File: config.mk
export PLATFORM = sky130hd
export DESIGN_NAME = calc_sequencer
export DESIGN_NICKNAME = d
export VERILOG_FILES = /design/src/rtl/calc_sequencer.sv
export SDC_FILE = /design/constraint.sdc
export NUM_CORES = 2
export LEC_CHECK = 0
export CAP_MARGIN = 20
export CORE_ASPECT_RATIO = 0.75
export CORE_MARGIN = 5
export CORE_UTILIZATION = 55
export CTS_BUF_LIST = sky130_fd_sc_hd__clkbuf_8 sky130_fd_sc_hd__clkbuf_16
export DETAILED_ROUTE_END_ITERATION = 7
export GPL_ROUTABILITY_DRIVEN = 1
export PLACE_DENSITY = 0.9
export SLEW_MARGIN = 30
export SYNTH_ARGS = -nofsm -noshare
export SYNTH_HDL_FRONTEND = slang
export SYNTH_SLANG_ARGS = --single-unit
File: constraint.sdc
create_clock -name clock -period 10.3 [get_ports clock]
set_input_delay 1.545 -clock clock [delete_from_list [all_inputs] [get_ports clock]]
set_output_delay 1.545 -clock clock [all_outputs]
set_load 0.02 [all_outputs]
File: src/rtl/calc_sequencer.sv
// RPN calculator sequencer: turns decoded keys into stack commands and divider launches.
// One EXEC cycle per key (divide waits for div_done); keys are only taken in IDLE or ERR.
module calc_sequencer #(
  parameter int WIDTH = 32,
  parameter int DEPTH = 8
) (
  input  logic                         clock,
  input  logic                         reset,
  input  logic                         key_valid,
  input  logic [3:0]                   key_code,
  output logic                         key_ready,
  input  logic [WIDTH-1:0]             stk_top,
  input  logic [WIDTH-1:0]             stk_next,
  input  logic [$clog2(DEPTH+1)-1:0]   stk_count,
  output logic [1:0]                   stk_cmd,
  output logic [WIDTH-1:0]             stk_data,
  output logic                         div_start,
  output logic [WIDTH-1:0]             div_a,
  output logic [WIDTH-1:0]             div_b,
  input  logic                         div_done,
  input  logic [WIDTH-1:0]             div_quot,
  output logic                         busy,
  output logic                         error
);

  localparam int CW = $clog2(DEPTH+1);
  localparam logic [CW-1:0] FULL_COUNT = CW'(DEPTH);

  localparam logic [1:0] CMD_NOP      = 2'b00;
  localparam logic [1:0] CMD_WRITE    = 2'b01;
  localparam logic [1:0] CMD_PUSH     = 2'b10;
  localparam logic [1:0] CMD_POPWRITE = 2'b11;

  typedef enum logic [1:0] {IDLE, EXEC, DIV_WAIT, ERR} state_t;

  state_t          state, state_nxt;
  logic [3:0]      key_q;
  logic            accept;
  logic            too_few;
  logic [WIDTH-1:0] top_x10;
  logic [WIDTH-1:0] digit;

  assign key_ready = (state == IDLE) || (state == ERR);
  assign accept    = key_valid && key_ready;
  assign busy      = (state != IDLE);
  assign error     = (state == ERR);
  assign too_few   = (stk_count < CW'(2));
  assign top_x10   = stk_top * WIDTH'(10);
  assign digit     = WIDTH'(key_q);

  always_ff @(posedge clock or posedge reset) begin
    if (reset) begin
      state <= IDLE;
      key_q <= '0;
    end else begin
      state <= state_nxt;
      // A key accepted in ERR only clears the error, so it is not latched.
      if (state == IDLE && accept)
        key_q <= key_code;
    end
  end

  always_comb begin
    state_nxt = state;
    stk_cmd   = CMD_NOP;
    stk_data  = '0;
    div_start = 1'b0;
    div_a     = '0;
    div_b     = '0;
    case (state)
      IDLE: begin
        if (accept)
          state_nxt = EXEC;
      end
      EXEC: begin
        state_nxt = IDLE;
        case (key_q)
          4'hA: begin
            if (stk_count == FULL_COUNT) begin
              state_nxt = ERR;
            end else begin
              stk_cmd = CMD_PUSH;
            end
          end
          4'hB, 4'hC, 4'hD: begin
            if (too_few) begin
              state_nxt = ERR;
            end else begin
              stk_cmd = CMD_POPWRITE;
              if (key_q == 4'hB)
                stk_data = stk_next + stk_top;
              else if (key_q == 4'hC)
                stk_data = stk_next - stk_top;
              else
                stk_data = stk_next * stk_top;
            end
          end
          4'hE: begin
            if (too_few || stk_top == '0) begin
              state_nxt = ERR;
            end else begin
              div_start = 1'b1;
              div_a     = stk_next;
              div_b     = stk_top;
              state_nxt = DIV_WAIT;
            end
          end
          4'hF: begin
            stk_cmd  = CMD_WRITE;
            stk_data = '0 - stk_top;
          end
          default: begin
            // Digits extend the magnitude, so a negative entry grows more negative.
            stk_cmd  = CMD_WRITE;
            stk_data = stk_top[WIDTH-1] ? (top_x10 - digit) : (top_x10 + digit);
          end
        endcase
      end
      DIV_WAIT: begin
        if (div_done) begin
          stk_cmd   = CMD_POPWRITE;
          stk_data  = div_quot;
          state_nxt = IDLE;
        end
      end
      ERR: begin
        if (accept)
          state_nxt = IDLE;
      end
      default: state_nxt = IDLE;
    endcase
  end

endmodule

==> flow_metrics.env <==
export IMPL_totalWireLength_um=102000
export IMPL_violations="setup timing"
export IMPL_grt_antenna_before_repair=3
export IMPL_yosys_most_used_dff="dfrtp_1"
export IMPL_clk_latency_ps=230
export IMPL_finalHoldViolCount=0
export IMPL_maxSlewHeadroom_pct=26.6
export IMPL_nFillCells=3252
export IMPL_wire_per_inst_um=24.9
export IMPL_synth_top_area_share_pct=33.2
export IMPL_yosys_warnings=0
export IMPL_utilization_pct=70.4
export IMPL_antenna_left=0
export IMPL_fin_ws_ps=-239
export IMPL_skew_ps=5.60
export IMPL_finalSetupViolations=7
export IMPL_outcome="finished with violations"
export IMPL_die_w_um=256
export IMPL_synth_edf_count=0
export IMPL_via_per_inst=6.36
export IMPL_cp_start_kind="input port"
export IMPL_cap_violations=0
export IMPL_rows=67
export IMPL_yosysSeqAreaShare_pct=0.604
export IMPL_critPathTopFamily="adder cells"
export IMPL_synth_area_leaders="fa_1 (33%), ha_1 (13%), and2_1 (8.9%), inv_1 (7.1%), nand2_1 (4.8%)"
export IMPL_min_period_ps=10540
export IMPL_final_nets=4269
export IMPL_end_kind="primary output"
export IMPL_ys_types=92
export IMPL_critPathArrivalTime_ps=8990
export IMPL_die_y_um=194
export IMPL_max_clock_path_buffers=2
export IMPL_r2r_slack_ps=8220
export IMPL_synth_top_cell_by_area="fa_1"
export IMPL_drv_slew=0
export IMPL_syn_nets=3863
export IMPL_dieArea_um2=49600
export IMPL_clkTransAtPathRegs_ps=40
export IMPL_cts_tree="done"
export IMPL_drc_errors=0
export IMPL_cpMostUsedCell="fa_1"
export IMPL_r2r_start="key_q[2]$_DFFE_PP0P_"
export IMPL_hold_start="state[1]$_DFFE_PP0P_"
export IMPL_cts_root_buf="clkbuf_16"
export IMPL_slowest_stage="fa_1"
export IMPL_dp_cells=4025
export IMPL_mappedNetlistArea_um2=24900
export IMPL_numCtsBuffers=3
export IMPL_start_util_pct=55.7
export IMPL_clock_sinks=6
export IMPL_cp_startpoint="stk_top[6]"
export IMPL_area_growth_pct=26.5
export IMPL_syn_inst=3090
export IMPL_grt_max_degree=36
export IMPL_whs_ps=576
export IMPL_gp_congestion=1.03
export IMPL_synthArstFlopShare_pct=100
export IMPL_hold_path_class="register to register"
export IMPL_grt_overflow=0
export IMPL_portBuffers=209
export IMPL_layout_drive_gt1_share_pct=18.7
export IMPL_rsz0062_at_grt="yes"
export IMPL_first_global_vias=26000
export IMPL_slowest_delay_ps=600
export IMPL_min_period_over_period_pct=102
export IMPL_grt_usage_pct=37.3
export IMPL_synth_seq_cells=6
export IMPL_drtPass1Iterations=6
export IMPL_setup_tns_ps=-704
export IMPL_num_io_pins=210
export IMPL_core_um2=44700
export IMPL_critPathRequiredTime_ps=8760
export IMPL_hold_buffers=0
export IMPL_grt_pass1_wl_um=148000
export IMPL_yosysMostFrequentCell="inv_1"
export IMPL_path_buf_inv=5
export IMPL_clock_fmax_mhz=94.9
export IMPL_netlist_top_cells_count="inv_1 (468), fa_1 (413), and2_1 (352), nand2_1 (320), ha_1 (252)"
export IMPL_worst_slew_pin_slew_ps=1100
export IMPL_synth_area_per_cell_um2=8.05
export IMPL_path_max_fanout=7
export IMPL_dp_final_hpwl_um=78000
export IMPL_htreeDepth=1
export IMPL_drtIter0Drc=3340
export IMPL_vias=25900
export IMPL_final_cells=4083
export IMPL_critPathKind="input port to primary output"
[sequential cells by signal (all words and copies together) (netlist names)]
| register | cells |
|---|---|
| key_q | 4 |
| state | 2 |
[routing by layer]
layer	GRT usage [%]	wire, um	up-vias
met2	59.1	44600	1948
met5	0	17	-
li1	-	-	10900
met1	48.7	36300	12500
met3	7.29	12500	594
met4	20.2	8450	2
[cells by family after synthesis]
kind of cell / count (synthesis) / share of synthesized area [%]
AOI/OAI and AO/OA: 551 / 15.4
xor gates and xnor gates: 170 / 5.99
adders and majority gates: 665 / 45.9
buffers and inverters: 642 / 9.72
DFF: 6 / 0.604
muxes: 16 / 0.674
and+or+nand+nor: 1040 / 21.7
[layout by cell type (no fill, tap or decap), types with 15 or more instances in the layout]
cell type          n
nor2_1           120
inv_2             21
fa_2              39
nor3_1            41
xnor2_1          128
o21ai_1           17
nand2b_1          17
a21oi_1          118
a221o_1           15
xor2_1            38
inv_1            447
ha_1             223
nor2b_1           20
a211oi_1          27
o21ai_0           82
nand3_1           39
nand2_1          316
buf_2             15
o21bai_1          18
nor4_1            17
a21o_1            31
o22ai_1           19
fa_1             374
buf_12            38
and2_1           317
ha_4              24
and2_4            35
nand4_1           16
buf_6             25
clkdlybuf4s50_1  144
a31oi_1           20
buf_4            301
[area by class of cell]
cell class                 instances  area (um2)  share of cell area (%)
antenna                            3        7.51                  0.0239
timing repair buffer             573        5440                    17.3
sequential                         6         150                   0.477
clock buffer                       3        75.1                   0.239
multi-input combinational       2442       23300                    74.0
inverter                         470        1770                    5.62
tap                              586         733                    2.33
[timing repair]
item | CTS | global route
gates cloned | 4 | 2
setup endpoints to repair | 22 | 22
resized for setup | 289 | 202
buffers inserted | 35 | 17
pin swaps | 110 | 113
[tightest hold or removal path: stages (launching register included)]
cell and delay [ps]:
dfrtp_1 410, nand2_1 60, o21ai_0 60
[final timing paths]
kind | endpoint | cells past startpoint
hold / removal | state[1]$_DFFE_PP0P_ | 2
setup / recovery | stk_data[30] | 26
setup reg to reg | state[0]$_DFFE_PP0P_ | 8
hold reg to reg | state[1]$_DFFE_PP0P_ | 2
max in group asynchronous | key_q[2]$_DFFE_PP0P_ | 2
min in group asynchronous | state[0]$_DFFE_PP0P_ | 2
[through the flow]
step	area (um2)	setup slack (ps)
3_5_place_dp	29800	-1300
2_1_floorplan	24900	63.9
3_3_place_gp	29800	-927
4_1_cts	30800	0.912
5_1_grt	31400	-293
6_report	31500	-239
Power is not shown: default switching activity piles up to over one toggle a cycle in this logic, so the estimate is an artifact.
